==> config.mk <==
export PLATFORM = sky130hd
export DESIGN_NAME = guess_round_ctrl
export DESIGN_NICKNAME = d
export VERILOG_FILES = /design/src/rtl/guess_round_ctrl.sv
export SDC_FILE = /design/constraint.sdc
export NUM_CORES = 1
export LEC_CHECK = 0
export BUFFER_PORTS_ARGS = -buffer_cell sky130_fd_sc_hd__clkbuf_2
export CAP_MARGIN = 40
export CORE_AREA = 5 5 108 135
export DETAILED_ROUTE_END_ITERATION = 10
export DIE_AREA = 0 0 113 140
export SLEW_MARGIN = 5
export SYNTH_ARGS = -nofsm -noshare
export SYNTH_HDL_FRONTEND = slang
export SYNTH_SLANG_ARGS = --single-unit
==> constraint.sdc <==
create_clock -name clk -period 4.85 [get_ports clk]
set_input_delay 0.97 -clock clk [delete_from_list [all_inputs] [get_ports clk]]
set_output_delay 0.97 -clock clk [all_outputs]
set_load 0.005 [all_outputs]
==> src/rtl/guess_round_ctrl.sv <==
// guess_round_ctrl: press detection, target generation, scoring and BCD round timer
// for the number-guessing game. Define GUESS_DEBOUNCE_EN to add a press debouncer.
module guess_round_ctrl #(
   parameter int unsigned TICK_DIV    = 5000000,
   parameter logic [7:0]  ROUND_LIMIT = 8'h59,
   parameter int unsigned MAX_TARGET  = 30,
   parameter int unsigned DEB_CYCLES  = 250000
) (
   input  logic       clk,
   input  logic       rst,
   input  logic       pb,
   input  logic [4:0] sw,
   output logic [4:0] target,
   output logic [6:0] score,
   output logic [7:0] time_bcd,
   output logic [2:0] state,
   output logic       running,
   output logic       hit,
   output logic       game_over,
   output logic       tick
);

   typedef enum logic [2:0] {
      S_IDLE  = 3'd0,
      S_PLAY  = 3'd1,
      S_PAUSE = 3'd2,
      S_OVER  = 3'd3
   } state_e;

   localparam int DIV_W = (TICK_DIV > 1) ? $clog2(TICK_DIV) : 1;

   function automatic logic [7:0] bcd_inc(input logic [7:0] t);
      if (t[3:0] == 4'd9) return {t[7:4] + 4'd1, 4'd0};
      return {t[7:4], t[3:0] + 4'd1};
   endfunction

   logic pb_s1_q, pb_s2_q;
   logic press;

   always_ff @(posedge clk or posedge rst) begin
      if (rst) begin
         pb_s1_q <= 1'b1;
         pb_s2_q <= 1'b1;
      end else begin
         pb_s1_q <= pb;
         pb_s2_q <= pb_s1_q;
      end
   end

`ifdef GUESS_DEBOUNCE_EN
   localparam int DEB_W = $clog2(DEB_CYCLES + 1);

   logic [DEB_W-1:0] deb_cnt_q, deb_cnt_d;
   logic             deb_armed_q, deb_armed_d;
   logic             press_q, press_d;

   // Count consecutive low cycles; one press per low period, re-armed by release.
   always_comb begin
      deb_cnt_d   = deb_cnt_q;
      deb_armed_d = deb_armed_q;
      press_d     = 1'b0;
      if (pb_s2_q) begin
         deb_cnt_d   = '0;
         deb_armed_d = 1'b1;
      end else if (deb_armed_q) begin
         if (deb_cnt_q == DEB_W'(DEB_CYCLES - 1)) begin
            press_d     = 1'b1;
            deb_armed_d = 1'b0;
            deb_cnt_d   = '0;
         end else begin
            deb_cnt_d = deb_cnt_q + 1'b1;
         end
      end
   end

   always_ff @(posedge clk or posedge rst) begin
      if (rst) begin
         deb_cnt_q   <= '0;
         deb_armed_q <= 1'b1;
         press_q     <= 1'b0;
      end else begin
         deb_cnt_q   <= deb_cnt_d;
         deb_armed_q <= deb_armed_d;
         press_q     <= press_d;
      end
   end

   assign press = press_q;
`else
   logic pb_prev_q;
   logic deb_unused;

   always_ff @(posedge clk or posedge rst) begin
      if (rst) pb_prev_q <= 1'b1;
      else     pb_prev_q <= pb_s2_q;
   end

   assign press      = pb_prev_q & ~pb_s2_q;
   assign deb_unused = DEB_CYCLES[0];
`endif

   state_e           state_q, state_d;
   logic [4:0]       target_q, target_d;
   logic [6:0]       score_q, score_d;
   logic [7:0]       time_q, time_d;
   logic [DIV_W-1:0] div_q, div_d;
   logic [7:0]       lfsr_q, lfsr_d;
   logic             hit_q, hit_d;
   logic             tick_q, tick_d;
   logic             running_q, over_q;
   logic [4:0]       cand;
   logic             wrap;

   assign lfsr_d = {lfsr_q[6:0], lfsr_q[7] ^ lfsr_q[5] ^ lfsr_q[4] ^ lfsr_q[3]};
   assign wrap   = (div_q == DIV_W'(TICK_DIV - 1));

   // Fall back to the next value up when the draw repeats the current target.
   always_comb begin
      cand = 5'((32'(lfsr_q) % MAX_TARGET) + 1);
      if (cand == target_q) cand = 5'((32'(target_q) % MAX_TARGET) + 1);
   end

   always_comb begin
      state_d  = state_q;
      target_d = target_q;
      score_d  = score_q;
      time_d   = time_q;
      div_d    = div_q;
      hit_d    = 1'b0;
      tick_d   = 1'b0;
      case (state_q)
         S_IDLE: begin
            if (press) begin
               state_d  = S_PLAY;
               target_d = cand;
               score_d  = '0;
               time_d   = 8'h00;
               div_d    = '0;
            end
         end
         S_PLAY: begin
            if (sw == target_q) begin
               hit_d    = 1'b1;
               target_d = cand;
               if (score_q < 7'd99) score_d = score_q + 7'd1;
            end
            if (wrap) begin
               tick_d = 1'b1;
               div_d  = '0;
               time_d = bcd_inc(time_q);
            end else begin
               div_d = div_q + 1'b1;
            end
            // The final tick wins over a coincident press.
            if (wrap && (bcd_inc(time_q) == ROUND_LIMIT)) state_d = S_OVER;
            else if (press)                              state_d = S_PAUSE;
         end
         S_PAUSE: if (press) state_d = S_PLAY;
         S_OVER:  if (press) state_d = S_IDLE;
         default: state_d = S_IDLE;
      endcase
   end

   always_ff @(posedge clk or posedge rst) begin
      if (rst) begin
         state_q   <= S_IDLE;
         target_q  <= '0;
         score_q   <= '0;
         time_q    <= 8'h00;
         div_q     <= '0;
         lfsr_q    <= 8'h01;
         hit_q     <= 1'b0;
         tick_q    <= 1'b0;
         running_q <= 1'b0;
         over_q    <= 1'b0;
      end else begin
         state_q   <= state_d;
         target_q  <= target_d;
         score_q   <= score_d;
         time_q    <= time_d;
         div_q     <= div_d;
         lfsr_q    <= lfsr_d;
         hit_q     <= hit_d;
         tick_q    <= tick_d;
         running_q <= (state_d == S_PLAY);
         over_q    <= (state_d == S_OVER);
      end
   end

   assign target    = target_q;
   assign score     = score_q;
   assign time_bcd  = time_q;
   assign state     = state_q;
   assign running   = running_q;
   assign hit       = hit_q;
   assign game_over = over_q;
   assign tick      = tick_q;

endmodule

======== After elaboration in Yosys (flattened, before gate mapping) ========
Index checks and enable logic that the tools add are counted.
storage, ports and cells
  bits in registers ....................... 61
  bits in latches ......................... 0
  memory bits (writable) .................. 0
  memory bits (read-only) ................. 0
  bits of input ports ..................... 8
  output and inout port bits .............. 27
  word-level logic and storage cells ...... 83
  memories kept ........................... 0
operators by class
  add/sub/neg operators ................... 6
  multiply operators ...................... 0
  div/mod/pow operators ................... 2
  magnitude comparators ................... 1
  equality and inequality tests ........... 15
  shift-type cells ........................ 0
  mux-type cells .......................... 31
  bitwise logic cells ..................... 5
  reduce and logical (&&, ||, !) cells .... 9
operator list
  operator               number
  $mux 8                 6
  $mux 23                2
  $pmux 23 s2            1
  $mod 5x5->32 const B   1
  $mod 8x5->32 const B   1
  $add 23x1->23 const B  1
  $eq 23x23->1 const B   1
  $mux 7                 3
  $pmux 8 s2             1
  $mux 5                 3
  $pmux 7 s2             1
  $mux 3                 4
  $add 5x1->5 const B    2
  $eq 5x5->1             2
  $ne 2x2->1 const B     5
  $pmux 5 s2             1
  $eq 3x2->1 const B     3
  $pmux 3 s3             1
  $add 4x1->4 const B    2
  $eq 8x7->1 const B     1
  $mux 1                 8
  $reduce_and 4->1       2
  $add 7x1->7 const B    1
  $lt 7x7->1 const B     1
  other kinds (11)       15

======== Logic depth before layout (Yosys ltp) ========
Gate-level depths: netlist of run 1.
  word-level depth ........................ 10
  gate-level depth with buffers ........... 18
  gate-level depth less buffers ........... 16

======== Worst setup path after synthesis of run 1 ========
Ideal clock, no wire load.
  path type ............................... flip-flop to flip-flop
  start point ............................. reg lfsr_q[5]
  end point ............................... reg target_q[0], in the netlist target[0]
  library setup time ...................... 0.124 ns
  arrival ................................. 3.745 ns
  required time ........................... 4.726 ns
  setup slack ............................. 0.981 ns
  stages on the path, launching flop included .. 18
  buffers on the path ..................... 2
  clock period less this slack ............ 3.869 ns
  cell sequence ........................... dfrtp_1 > buf_6 > and3_4 > ha_1 > nand4b_1 > a32o_1 > buf_6 > xnor2_1 > a211oi_1 > or2_2 > ha_1 > and4b_2 > o32ai_1 > a21boi_2 > xnor3_1 > nand4_2 > nor3b_2 > a211o_1
on the way
  word-level cells in the longest chain between the ends .. 6
  elaborated cells between the ends (all ways) .. 7
  those cells by class .................... 1 x add/sub; 1 x div; 1 x eq/ne; 4 x mux
RTL lines
  item                              line      text
  start, declared                   107       logic [7:0] lfsr_q, lfsr_d;
  start signal, assigned            182       lfsr_q <= lfsr_d;
  $mod 8x5->32 (*)                  119       cand = 5'((32'(lfsr_q) % MAX_TARGET) + 1);
  $add 5x1->5 (*)                   119
  $eq 5x5->1                        120       if (cand == target_q) cand = 5'((32'(target_q) % MAX_TARGET) + 1);
  $mux 5 (*)                        120
  $mux 5, on equally long branches  142, 133
  $pmux 5 s2 (*)                    131       case (state_q)
  end signal, assigned              178       target_q <= target_d;
  end, declared                     103       logic [4:0] target_q, target_d;
Mark *: on every way between the ends. The rest lies on a longest branch, timed or not. The select of a mux whose other input is x is not followed.
A chain may end at the register's enable or synchronous reset.

======== Final worst setup path of run 1 ========
  start point ............................. reg lfsr_q[4]
  end point ............................... reg target_q[0], in the netlist target[0]
Same word-level chain as after synthesis.

==> results.json, run 1 <==
{
  "clockBufferDepth": 2,
  "crit_chain": "and3_4 > ha_1 > nand4b_1 > a32o_1 > xnor2_1 > a211oi_1 > or2_2 > ha_1 > and4b_2 > o32ai_1 > a21boi_2 > xnor3_1 > nand4_2 > nor3b_2 > a211o_1",
  "ioPinCount": 35,
  "rows": 47,
  "netlist_instances": 417,
  "post_cts_buffers": 0,
  "final_area_um2": 4420,
  "drv_cap": 0,
  "fin_nets": 471,
  "fmax_ghz": 0.230,
  "dp_cells": 610,
  "antenna_left": 0,
  "cts_hold_buf": 0,
  "synth-simple-area-share": 0.226,
  "required_ns": 5.06,
  "start_kind": "register",
  "die-area_um2": 15800,
  "track_usage": 0.115,
  "cts_tree": "yes",
  "min-delay-start": "pb_s1_q$_DFF_PP1_",
  "drc": 0,
  "worstReg2RegStart": "lfsr_q[4]$_DFF_PP0_",
  "gp_congestion": 0.790,
  "crit_path_max_fanout": 12,
  "synth_mux_area_frac": 0.0189,
  "via_count": 3203,
  "fill_cells": 1346,
  "end_kind": "register",
  "synth_cell_types": 66,
  "grt_max_degree": 62,
  "rsz0062_at_grt": "false",
  "worst_path_largest_cell_delay_ns": 0.50,
  "synth_edf_count": 0,
  "post-route-min-period_ns": 4.34,
  "status": "finished clean",
  "wl_um": 8650,
  "p_leak_nw": 1.93,
  "arrival_ns": 4.55,
  "clkSinkCount": 61,
  "final_common_cell": "dfrtp_1",
  "dp_hpwl_um": 6140,
  "clk_pin_slew_worst_paths_ns": 0.05,
  "drive_gt1_frac": 0.174,
  "worstSetupPathType": "register to register",
  "synthAdderAreaFrac": 0.0479,
  "fin_total_pwr_mw": 1.36,
  "grt_pass1_vias": 3256,
  "die_h_um": 140,
  "place_ws_ns": 0.517,
  "numCtsBuffers": 9,
  "syn_area_um2": 3840,
  "p_per_area_nw_per_um2": 308,
  "finalCritPeriodShare": 0.895,
  "port_buffers": 34,
  "avgViaCountPerCell": 5.12,
  "setup_viol": 0,
  "syn_area_per_cell_um2": 9.21,
  "grt_pass1_wl_um": 15200,
  "area_delta_synth_final_pct": 15.1,
  "antenna_found_initial": 0,
  "hold_violations": 0,
  "post-route-util": 0.337,
  "core_um2": 13100,
  "cts_resized": 0,
  "whs_ns": 0.355,
  "max_slew.worst_pin.slew_ns": 0.840,
  "h-tree-depth": 3,
  "async_flop_share": 1.00,
  "slew_headroom": 0.439,
  "yosysWarningCount": 0,
  "die_x_um": 113,
  "synth.ff_latch_count": 61,
  "maxSlewViolCount": 0,
  "ir_drop_mv": 0.175,
  "start_util": 0.293,
  "synth_xor_xnor_area_share": 0.0879,
  "drtPass1Iterations": 4,
  "cp-startpoint": "lfsr_q[4]$_DFF_PP0_",
  "synth.net_count": 438,
  "wl_per_cell_um": 13.8,
  "synth-main-ff-cell": "dfrtp_1",
  "synth_compound_area_frac": 0.174,
  "multi_input_comb_area_um2": 2130,
  "root_buffer": "clkbuf_16",
  "seqCellArea_um2": 1530,
  "drt_iter0_drc": 209,
  "crit_path_frequent_cell": "ha_1",
  "min_path_type": "register to register",
  "insertedDiodeCount": 0,
  "layout_setup_ws_ns": 0.512,
  "yosysSeqAreaShare": 0.399,
  "cpMaxStageDelayCell": "dfrtp_1",
  "fin_cells": 626,
  "setup_tns_ns": 0,
  "dpl_cell_area_um2": 4130,
  "grt_overflow": 0,
  "skew_ns": 0.00809,
  "clk_latency_ns": 0.33,
  "synth_top_family_by_area": "simple AND/OR/NAND/NOR gates",
  "layout_common_cells": "dfrtp_1 (57), nand2_1 (47), o21ai_0 (44)"
}
==> cells by family (layout without fill, tap and decap cells) <==
| kind of cell | after synthesis | count (layout) |
|---|---|---|
| flip-flops | 61 | 61 |
| other | 1 | 1 |
| adder cells (fa/ha/maj) | 15 | 15 |
| multiplexers | 7 | 7 |
| buffers and inverters | 29 | 67 |
| AND/OR/NAND/NOR | 167 | 167 |
| XOR/XNOR | 34 | 34 |
| AO/OA/AOI/OAI | 103 | 103 |
==> final cells by class <==
cell class,count,share of cell area
multi-input combinational,327,0.483
sequential,61,0.346
clock buffer,10,0.0518
tap,171,0.0484
timing repair buffer,38,0.0453
clock inverter,6,0.0144
inverter,13,0.0110
==> where the power goes <==
part	internal [mW]	total (mW)	switching [mW]	leakage, nW
registers	0.529	0.569	0.0392	0.827
clock network	0.396	0.622	0.226	0.138
logic	0.0751	0.170	0.0951	0.965
==> worst paths after layout <==
kind	endpoint	slack (ns)	depth (start not counted)
max	target[0]$_DFFE_PP0P_	0.51	15
min	pb_s2_q$_DFF_PP1_	0.36	0
max reg2reg	target[0]$_DFFE_PP0P_	0.51	15
min reg2reg	pb_s2_q$_DFF_PP1_	0.36	0
max in group asynchronous	lfsr_q[6]$_DFF_PP0_	3.49	3
min in group asynchronous	score[1]$_DFFE_PP0P_	0.84	3
==> worst max-delay path, delay by kind of cell, from the launching register on <==
family | cells | cell delay, ns
adders and majority gates | 2 | 0.63
and+or+nand+nor | 6 | 1.40
AOI/OAI and AO/OA | 5 | 1.17
DFF | 1 | 0.50
xor gates and xnor gates | 2 | 0.52
==> routing by layer <==
| metal | part of all wire | vias up | global-route usage | wire length (um) |
|---|---|---|---|---|
| li1 | - | 1566 | - | - |
| met1 | 0.45 | 1556 | 0.139 | 3870 |
| met3 | 0.041 | 19 | 0.0328 | 352 |
| met4 | 0.022 | 0 | 0.0456 | 190 |
| met2 | 0.49 | 62 | 0.193 | 4230 |
| met5 | 0 | - | 0 | 0 |
==> flip-flops by register name (all words and copies together) (netlist names) <==
name,count
state,3
score,7
target,5
hit,1
game_over,1
pb_s1_q,1
tick,1
lfsr_q,8
pb_s2_q,1
div_q,23
pb_prev_q,1
time_bcd,8
running,1
==> synth_stat cells, drive strengths merged, types with 2 or more instances <==
cell type  count  share of area
xnor2         20          0.052
a21o           3         0.0065
xor2          13          0.030
maj3           2         0.0055
a22o           7          0.016
inv           13          0.013
ha            13          0.042
or2            4         0.0065
and4           2         0.0046
a21oi         17          0.022
dfrtp         57           0.37
nor2b          3         0.0049
a211o          2         0.0046
a21boi         3         0.0098
clkbuf        11          0.019
mux2i          5          0.013
or4            2         0.0039
a31oi          8          0.013
o21ai         46          0.060
o22ai          2         0.0033
nor4b          3         0.0068
o211ai         2         0.0039
nand4b         2         0.0046
dfstp          4          0.027
and2           5         0.0081
nor3b          3         0.0072
mux2           2         0.0059
nand2b         6         0.0098
buf            5          0.015
or3            2         0.0036
nor3           9          0.012
nor2          29          0.029
nand4         11          0.020
nor4           4         0.0065
nand2         48          0.048
nand3         20          0.026
and3          12          0.021
o31ai          5         0.0098
No activity file was read; power rests on OpenSTA's default activity.
==> run 2, diff against run 1 <==
--- a/config.mk
+++ b/config.mk
@@ -7,9 +7,10 @@
 export LEC_CHECK = 0
 export BUFFER_PORTS_ARGS = -buffer_cell sky130_fd_sc_hd__clkbuf_2
 export CAP_MARGIN = 40
-export CORE_AREA = 5 5 108 135
+export CORE_AREA = 5 5 100 126
 export DETAILED_ROUTE_END_ITERATION = 10
-export DIE_AREA = 0 0 113 140
+export DIE_AREA = 0 0 105 131
+export RECOVER_POWER = 50
 export SLEW_MARGIN = 5
 export SYNTH_ARGS = -nofsm -noshare
 export SYNTH_HDL_FRONTEND = slang
==> run 2 against run 1 <==
The run now ends with max-capacitance violations, max-slew violations left. Clock power rose by 11%. Non-clock buffer count is 1 higher. Worst setup slack gained 0.014 ns. Highest routed layer unchanged.
==> results.json, run 2 (synthesis results as in run 1) <==
{
  "finalCritPeriodShare": 0.892,
  "track_usage": 0.125,
  "dp_hpwl_um": 5880,
  "worst_path_largest_cell_delay_ns": 0.50,
  "post_cts_buffers": 0,
  "drt_iter0_drc": 163,
  "fmax_ghz": 0.231,
  "grt_util_met1": 0.143,
  "grt_overflow": 0,
  "crit_path_max_fanout": 12,
  "via_count": 3150,
  "area_delta_synth_final_pct": 14.9,
  "grt_pass1_vias": 3023,
  "clockBufferDepth": 2,
  "ioPinCount": 35,
  "final_common_cell": "dfrtp_1",
  "start_util": 0.339,
  "antenna_left": 0,
  "drive_gt1_frac": 0.164,
  "cts_resized": 0,
  "status": "complete, but fails checks",
  "required_ns": 5.06,
  "layout_setup_ws_ns": 0.525,
  "hold_violations": 0,
  "largest-register": "div_q",
  "start_kind": "register",
  "wl_um": 8290,
  "fin_nets": 472,
  "multi_input_comb_area_um2": 2130,
  "fill_cells": 1112,
  "port_buffers": 34,
  "crit_family": "simple AND/OR/NAND/NOR gates",
  "rsz0062_at_grt": "false",
  "drtPass1Iterations": 4,
  "root_buffer": "clkbuf_16",
  "drc": 0,
  "slew_headroom": -1.17,
  "antenna_found_initial": 0,
  "place_ws_ns": 0.584,
  "gp_congestion": 0.815,
  "die_h_um": 131,
  "setup_viol": 0,
  "core_um2": 11300,
  "skew_ns": 0.00571,
  "clk_pin_slew_worst_paths_ns": 0.05,
  "insertedDiodeCount": 0,
  "post-route-min-period_ns": 4.32,
  "grt_pass1_wl_um": 14000,
  "wl_per_cell_um": 14.0,
  "cts_hold_buf": 0,
  "maxSlewViolCount": 62,
  "end_kind": "register",
  "seqCellArea_um2": 1530,
  "rows": 44,
  "met2_usage": 0.223,
  "p_leak_nw": 1.94,
  "worstSetupPathType": "register to register",
  "largest_reg_flops": 23,
  "ir_drop_mv": 0.168,
  "crit_path_frequent_cell": "ha_1",
  "die-area_um2": 13800,
  "min_path_type": "register to register",
  "max_slew.worst_pin.slew_ns": 3.25,
  "h-tree-depth": 3,
  "cpMaxStageDelayCell": "dfrtp_1",
  "numCtsBuffers": 9,
  "cts_tree": "yes",
  "setup_tns_ns": 0,
  "grt_max_degree": 62,
  "clk_latency_ns": 0.33,
  "violations": "max-capacitance violations, max-slew violations",
  "path_buf_inv": 0,
  "layout_common_cells": "dfrtp_1 (57), nand2_1 (47), o21ai_0 (44)",
  "top_usage_layer": "met2",
  "arrival_ns": 4.54,
  "drv_cap": 1,
  "clkSinkCount": 61,
  "crit_chain": "and3_4 > ha_1 > nand4b_1 > a32o_1 > xnor2_1 > a211oi_1 > or2_2 > ha_1 > and4b_2 > o32ai_1 > a21boi_2 > xnor3_1 > nand4_2 > nor3b_2 > a211o_1",
  "die_x_um": 105,
  "use_met3": 0.0280,
  "p_per_area_nw_per_um2": 324,
  "avgViaCountPerCell": 5.30
}
## run 2: changes by cell type in the layout (fill, tap and decap cells not counted), sizes merged
cell / change
bufinv: +1
clkbuf: +2
clkinv: -1
inv: -1
## run 2: worst paths after layout
kind / start / endpoint / slack, ns / cells after the start
worst max-delay path: lfsr_q[4]$_DFF_PP0_ / target[0]$_DFFE_PP0P_ / 0.53 / 15
max in group asynchronous: rst / div_q[14]$_DFFE_PP0P_ / 1.16 / 3
worst max register to register: lfsr_q[4]$_DFF_PP0_ / target[0]$_DFFE_PP0P_ / 0.53 / 15
worst min register to register: pb_s1_q$_DFF_PP1_ / pb_s2_q$_DFF_PP1_ / 0.36 / 0
min in group asynchronous: rst / score[3]$_DFFE_PP0P_ / 1.87 / 3
worst min-delay path: pb_s1_q$_DFF_PP1_ / pb_s2_q$_DFF_PP1_ / 0.36 / 0
## run 2: area by class of cell
class | count | share of cell area
clock buffers | 11 | 0.0550
clock inverters | 5 | 0.0190
inverters | 13 | 0.0110
multi-input cells | 327 | 0.483
flip-flops and latches | 61 | 0.347
well taps | 138 | 0.0391
repair buffers | 39 | 0.0459
## run 2: worst register-to-register path, stage by stage (launching register included)
cell and delay [ns]:
dfrtp_1 0.50, and3_4 0.25, ha_1 0.27, nand4b_1 0.18
a32o_1 0.37, xnor2_1 0.25, a211oi_1 0.12, or2_2 0.33
ha_1 0.36, and4b_2 0.27, o32ai_1 0.35, a21boi_2 0.12
xnor3_1 0.25, nand4_2 0.17, nor3b_2 0.21, a211o_1 0.22
## run 2: report_power, final
group	internal (mW)	total [mW]	switching, mW
clock	0.464	0.691	0.226
combinational	0.0752	0.168	0.0930
sequential	0.529	0.571	0.0419
total	1.07	1.43	0.361
## run 2: metal layers
metal,vias to the layer above,part of all wire,routed length (um)
met3,11,0.033,276
li1,1573,-,-
met5,-,0,0
met4,0,0.020,165
met1,1504,0.44,3640
met2,62,0.51,4210
## run 2: stage by stage
step	utilization	std cells	hold slack [ns]	total power, mW	cell area [um^2]
floorplan	-	417	0.345	0.701	3840
global placement	0.360	576	0.349	0.744	4080
detailed placement	0.361	578	0.349	0.751	4100
CTS	0.390	594	0.357	1.45	4420
global route	0.389	594	0.363	1.50	4420
finish	0.389	594	0.360	1.43	4420
